[config.mk]
export PLATFORM = sky130hd
export DESIGN_NAME = fsm_ctrl_responder
export DESIGN_NICKNAME = d
export VERILOG_FILES = /design/src/rtl/fsm_ctrl_responder.sv
export SDC_FILE = /design/constraint.sdc
export NUM_CORES = 1
export LEC_CHECK = 0
export ABC_CLOCK_PERIOD_IN_PS = 2300
export CORE_MARGIN = 2
export CORE_UTILIZATION = 40
export CTS_BUF_LIST = sky130_fd_sc_hd__clkbuf_8
export DETAILED_ROUTE_END_ITERATION = 8
export PLACE_DENSITY = 0.69
export SLEW_MARGIN = 20
export SYNTH_ARGS = -nofsm -noshare
export SYNTH_HDL_FRONTEND = slang
export SYNTH_SLANG_ARGS = --single-unit
[constraint.sdc]
create_clock -name clk -period 2.3 [get_ports clk]
set_input_delay 0.46 -clock clk [delete_from_list [all_inputs] [get_ports clk]]
set_output_delay 0.46 -clock clk [all_outputs]
set_load 0.02 [all_outputs]
[src/rtl/fsm_ctrl_responder.sv]
// Responder for the five-state control FSM: decodes its code, steers it round a loop,
// counts loops. Define RESP_CHECK_EN to include the transition checker and error counter.
module fsm_ctrl_responder #(
  parameter int HOLD_S1 = 2,
  parameter int HOLD_S3 = 3,
  parameter int SKIP_S3 = 0,
  parameter int CNT_W   = 8
) (
  input  logic             clk,
  input  logic             reset,
  input  logic             enable,
  input  logic [3:0]       code_in,
  output logic [1:0]       resp_out,
  output logic [2:0]       obs_state,
  output logic             code_err,
  output logic             trans_err,
  output logic             loop_done,
  output logic [CNT_W-1:0] loop_cnt,
  output logic [CNT_W-1:0] err_cnt
);

  localparam logic [2:0] ST_S0  = 3'd0;
  localparam logic [2:0] ST_S1  = 3'd1;
  localparam logic [2:0] ST_S2  = 3'd2;
  localparam logic [2:0] ST_S3  = 3'd3;
  localparam logic [2:0] ST_S4  = 3'd4;
  localparam logic [2:0] ST_INV = 3'd7;

  localparam logic [3:0] HOLD1 = 4'(HOLD_S1);
  localparam logic [3:0] HOLD3 = 4'(HOLD_S3);

  logic [2:0]       dec;
  logic [3:0]       run;
  logic [2:0]       prev_q, prev_d;
  logic [3:0]       run_q, run_d;
  logic [2:0]       obs_q, obs_d;
  logic             loop_q, loop_d;
  logic [CNT_W-1:0] loop_cnt_q, loop_cnt_d;

  always_comb begin
    dec = ST_INV;
    case (code_in)
      4'd5:    dec = ST_S0;
      4'd8:    dec = ST_S1;
      4'd12:   dec = ST_S2;
      4'd14:   dec = ST_S3;
      4'd9:    dec = ST_S4;
      default: dec = ST_INV;
    endcase
  end

  // Dwell length including the current cycle; reset leaves prev_q at INV so run is 1.
  always_comb begin
    run = 4'd1;
    if (dec == prev_q && dec != ST_INV) begin
      run = (run_q == 4'hF) ? 4'hF : run_q + 4'd1;
    end
  end

  always_comb begin
    resp_out = 2'b00;
    if (enable) begin
      case (dec)
        ST_S0:   resp_out = 2'b01;
        ST_S1:   resp_out = (run < HOLD1) ? 2'b01 : 2'b00;
        ST_S2:   resp_out = (SKIP_S3 != 0) ? 2'b10 : 2'b00;
        ST_S3:   resp_out = (run < HOLD3) ? 2'b11 : 2'b00;
        default: resp_out = 2'b00;
      endcase
    end
  end

  always_comb begin
    prev_d     = dec;
    run_d      = run;
    obs_d      = dec;
    loop_d     = (prev_q == ST_S4) && (dec == ST_S0);
    loop_cnt_d = loop_cnt_q;
    if (loop_d && loop_cnt_q != {CNT_W{1'b1}}) begin
      loop_cnt_d = loop_cnt_q + CNT_W'(1);
    end
  end

  always_ff @(posedge clk or negedge reset) begin
    if (!reset) begin
      prev_q     <= ST_INV;
      run_q      <= 4'd0;
      obs_q      <= ST_INV;
      loop_q     <= 1'b0;
      loop_cnt_q <= '0;
    end else begin
      prev_q     <= prev_d;
      run_q      <= run_d;
      obs_q      <= obs_d;
      loop_q     <= loop_d;
      loop_cnt_q <= loop_cnt_d;
    end
  end

  assign obs_state = obs_q;
  assign loop_done = loop_q;
  assign loop_cnt  = loop_cnt_q;

`ifdef RESP_CHECK_EN
  logic             legal;
  logic             code_err_q, code_err_d;
  logic             trans_err_q, trans_err_d;
  logic [CNT_W-1:0] err_cnt_q, err_cnt_d;

  always_comb begin
    legal = 1'b0;
    case (prev_q)
      ST_S0:   legal = (dec == ST_S0) || (dec == ST_S1);
      ST_S1:   legal = (dec == ST_S1) || (dec == ST_S2);
      ST_S2:   legal = (dec == ST_S3) || (dec == ST_S4);
      ST_S3:   legal = (dec == ST_S3) || (dec == ST_S4);
      ST_S4:   legal = (dec == ST_S0);
      default: legal = 1'b1;
    endcase
  end

  // An INV code is a code error only; the edge into or out of INV is never judged.
  always_comb begin
    code_err_d  = (dec == ST_INV);
    trans_err_d = (prev_q != ST_INV) && (dec != ST_INV) && !legal;
    err_cnt_d   = err_cnt_q;
    if ((code_err_d || trans_err_d) && err_cnt_q != {CNT_W{1'b1}}) begin
      err_cnt_d = err_cnt_q + CNT_W'(1);
    end
  end

  always_ff @(posedge clk or negedge reset) begin
    if (!reset) begin
      code_err_q  <= 1'b0;
      trans_err_q <= 1'b0;
      err_cnt_q   <= '0;
    end else begin
      code_err_q  <= code_err_d;
      trans_err_q <= trans_err_d;
      err_cnt_q   <= err_cnt_d;
    end
  end

  assign code_err  = code_err_q;
  assign trans_err = trans_err_q;
  assign err_cnt   = err_cnt_q;
`else
  assign code_err  = 1'b0;
  assign trans_err = 1'b0;
  assign err_cnt   = '0;
`endif

endmodule

== Word-level counts from Yosys, hierarchy flattened ==
Index checks and enable logic that the tools add are counted.
Storage, ports and cells
  word-level logic and storage cells: 31
  flip-flop bits (word level): 16
  input bits: 7
Operators by class
  $lt $le $gt $ge: 2
  equality and inequality tests: 12
  add/subtract/negate cells: 2
  reductions and logical operators: 4
  mux-type cells: 7
Operators with widths (number)
  $eq 4x4->1 const B: 5
  $pmux 3 s5: 1
  $add 8x1->8 const B: 1
  $lt 4x2->1 const B: 2
  $mux 4: 2
  $ne 8x8->1 const B: 1
  $pmux 2 s3: 1
  $add 4x1->4 const B: 1
  $eq 4x3->1 const B: 1
  $mux 2: 2
  $eq 3x1->1 const B: 1
  $eq 3x2->1 const B: 1
  $eq 3x3->1: 1
  $eq 3x3->1 const B: 1
  $logic_and 1x1->1: 3
  $logic_not 3->1: 1
  $ne 3x3->1 const B: 1
  $mux 1: 1

== Longest topological paths before layout ==
  depth after elaboration: 9
  depth in mapped cells: 6
  mapped depth without buffers: 6

== Least setup slack after synthesis ==
No wires, ideal clock.
  kind: input port to output port
  start: input port code_in[2]
  end: output port resp_out[0]
  required time: 1840 ps
  slack: 176 ps
  stages on the path: 5
  data arrival time: 1664 ps
  cells stage by stage: buf_2 -> or4_4 -> o211ai_2 -> a31oi_1 -> o31a_1
On the way
  cells in the longest elaborated chain, start to end: 9
RTL lines
  start, declared: RTL line 12  | input logic [3:0] code_in,
  $eq 4x4->1 or $eq 4x3->1 (tied branches): RTL line 42  | case (code_in)
  $pmux 3 s5 (*): RTL line 42
  $eq 3x3->1 or $ne 3x3->1 (tied branches): RTL line 55  | if (dec == prev_q && dec != ST_INV) begin
  $logic_and 1x1->1: RTL line 55
  $mux 4: RTL line 55
  $lt 4x2->1 (on tied branches): RTL line 67, 65
  $mux 2 or $mux 1 (tied branches): RTL line 67, 65
  $pmux 2 s3 (*): RTL line 63  | case (dec)
  $mux 2 (*): RTL line 62  | if (enable) begin
  end, declared: RTL line 13  | output logic [1:0] resp_out,
Every way passes the cells marked *; elsewhere a longest branch is shown, timed or not.

==> impl_metrics.env <==
export IMPL_outcome="finished, violations left"
export IMPL_violations="setup timing"
export IMPL_hold_viol=0
export IMPL_cts_root_buf="clkbuf_8"
export IMPL_die_area_um2=3040
export IMPL_synth_edf_count=0
export IMPL_sw_frac_of_total_pct=24.5
export IMPL_synthArstFlopShare_pct=100
export IMPL_drt_total_wl_um=2050
export IMPL_cts_sinks=16
export IMPL_ys_ff_latch=16
export IMPL_yosysMostFrequentCell="dfrtp_1"
export IMPL_end_kind="output port"
export IMPL_drt_vias_per_instance=4.75
export IMPL_drive_gt1_share_pct=32.0
export IMPL_p_per_area_nw_per_um2=461
export IMPL_min_period_ns=2.36
export IMPL_worstHoldPathCells=1
export IMPL_power_share_sequential_pct=43.7
export IMPL_p_switching_uw=166
export IMPL_slowest_stage="dfstp_2"
export IMPL_drv_cap=0
export IMPL_die_x_um=55.1
export IMPL_die_h_um=55.1
export IMPL_required_ns=1.84
export IMPL_antenna_cells=0
export IMPL_fin_tns_setup_ns=-0.115
export IMPL_p_int_uw=513
export IMPL_synth_top_area_share_pct=31.1
export IMPL_timing_final_ws_setup_ns=-0.0627
export IMPL_num_nets_final=163
export IMPL_clk_pin_slew_ns=0.06
export IMPL_yosys_area_top_type="dfrtp_1"
export IMPL_h_tree_depth=1
export IMPL_start_util_pct=42.2
export IMPL_syn2layout_area_growth_pct=41.0
export IMPL_netlist_area_um2=1040
export IMPL_antenna_left=0
export IMPL_rows=18
export IMPL_antenna_found_initial=0
export IMPL_cpPeakStageDelay_ns=0.53
export IMPL_grt_pass1_wl_um=3410
export IMPL_max_freq_ghz=0.423
export IMPL_r2r_end="run_q[3]"
export IMPL_drt_iter0_markers=6
export IMPL_grt_max_degree=17
export IMPL_cts_hold_fix_buffers=0
export IMPL_cp_top_family="flip-flops"
export IMPL_path_max_fanout=3
export IMPL_wire_per_inst_um=11.2
export IMPL_clock_path_buffers=2
export IMPL_finClkSkew_ns=0.000885
export IMPL_cts_buffers=3
export IMPL_path_cells="nand2b_1 > or4_4 > o211ai_2 > a31oi_1 > o31a_1 > buf_6"
export IMPL_hp_class="flop to flop"
export IMPL_hpwl_um=1620
export IMPL_min_from="loop_cnt[4]"
export IMPL_ys_flop_type="dfrtp_1"
export IMPL_setup_viol=2
export IMPL_portBuffers=20
export IMPL_ys_top_cells_by_count="dfrtp_1 (13), buf_4 (10), nor2_1 (9)"
export IMPL_cp_num_buf_inv=1
export IMPL_grt_setup_unrepaired="yes"
export IMPL_slew_viol_final=0
export IMPL_vdd_ir_drop_max_uv=380
export IMPL_design_area_um2=1470
export IMPL_ff2ff_setup_slack_ns=0.29
export IMPL_fin_crit_sh_pct=103
export IMPL_place_gp_congestion=0.752
export IMPL_ys_seq_area_share_pct=38.7
export IMPL_drc_errors=0
export IMPL_cts_tree="done"
export IMPL_power_clock_fraction_pct=35.0
export IMPL_ys_top_cells_by_area="dfrtp_1 (31%), dfstp_2 (7.5%), buf_4 (7.2%)"
export IMPL_num_vias=870
export IMPL_syn_avg_cell_area_um2=9.76
export IMPL_grt_pass1_vias=804
export IMPL_synth_warnings=0
export IMPL_dp_slack_ns=-0.869
export IMPL_synth_cell_types=45
export IMPL_critPathLaunchType="flop"
export IMPL_worstSetupPathType="flop to output port"
export IMPL_reg2regPathDepth=10
export IMPL_hold_end="loop_cnt[4]"
export IMPL_p_leak_uw=0.000704
export IMPL_hold_ws_ns=0.494
export IMPL_maxSlewHeadroom_pct=54.2
export IMPL_pin_count=31
export IMPL_worst_ep_arrival_time_ns=1.90
export IMPL_cp_num_cells=6
export IMPL_clk_latency_ns=0.24
export IMPL_core_area_um2=2480
export IMPL_tightest_slew_ns=0.685
export IMPL_overflow=0
export IMPL_grt_use_total_pct=15.9
export IMPL_placed_area_um2=1390
export IMPL_synthCells=107
export IMPL_r2r_start="obs_state[0]"
export IMPL_p_comb_share_pct=21.3
export IMPL_dr_pass1_iters=4
registers in the layout, indices dropped and copies added, names as in the netlist:
signal	count
obs_state	3
loop_cnt	8
run_q	4
loop_done	1
per-layer routing:
| layer | global-route usage (%) | vias up | share of wire (%) |
|---|---|---|---|
| met4 | 4.88 | 0 | 0.73 |
| met3 | 4.03 | 2 | 2.7 |
| met2 | 26.8 | 13 | 50 |
| met5 | 0 | - | 0 |
| li1 | - | 448 | - |
| met1 | 19.8 | 407 | 46 |
stage by stage:
step / power, uW / cells / util [%]
3_3_place_gp: 432 / 175 / 56.0
3_5_place_dp: 435 / 175 / 56.0
5_1_grt: 723 / 183 / 59.4
6_report: 679 / 183 / 59.4
4_1_cts: 688 / 182 / 59.1
2_1_floorplan: 384 / 116 / -
placed cells by master, fill, tap and decap left out, types with 2 or more instances in the layout:
cell              n
ha_1              2
xnor2_1           4
conb_1           10
nor3b_1           2
nor2b_1           2
dfrtp_1          13
clkbuf_8          4
a21oi_1           6
buf_6             2
nor2_1            9
inv_1             5
nand2_1           7
and2_1            2
nor3_1            2
clkdlybuf4s50_1  14
o21bai_1          2
dfstp_2           3
o211ai_2          2
xor2_1            4
or3_1             2
buf_4            26
a31oi_1           3
buf_2             2
final cells by class:
class	instances	area, um^2
timing repair buffer	46	389
sequential	16	404
clock buffer	4	55.1
tap	30	37.5
fill	227	1000
multi-input combinational	82	568
inverter	5	18.8
cell families after synthesis:
| logic type | count (synthesis) | share of synthesized area (%) |
|---|---|---|
| flip-flops | 16 | 38.7 |
| adder cells (fa/ha/maj) | 2 | 2.39 |
| other | 1 | 0.359 |
| AO/OA/AOI/OAI | 22 | 16.9 |
| buffers and inverters | 18 | 10.9 |
| XOR/XNOR | 8 | 6.71 |
| multiplexers | 1 | 1.08 |
| AND/OR/NAND/NOR | 39 | 23.0 |
what timing repair did:
item                                    4_1_cts  5_1_grt
setup buffers                                 3        1
gates cloned                                  0        0
endpoints found under the setup margin        2        2
resized for setup                            27        0
pin swaps                                     6        2
power by group through the flow:
stage	Combinational [uW]	Sequential, uW	Clock (uW)
floorplan	75.5	308	0
global placement	130	303	0
detailed placement	132	303	0
CTS	141	297	250
global route	159	297	268
finish	145	297	238
worst max-delay path by stage:
stage	end	start	slack [ns]
2_1_floorplan	resp_out[0]	code_in[2]	0.18
3_3_place_gp	resp_out[0]	code_in[0]	-0.85
3_5_place_dp	resp_out[1]	code_in[3]	-0.87
4_1_cts	resp_out[0]	obs_state[0]	-0.07
5_1_grt	resp_out[0]	obs_state[0]	-0.13
6_report	resp_out[0]	obs_state[0]	-0.06
Note: power is estimated with default switching activity, not from simulation.
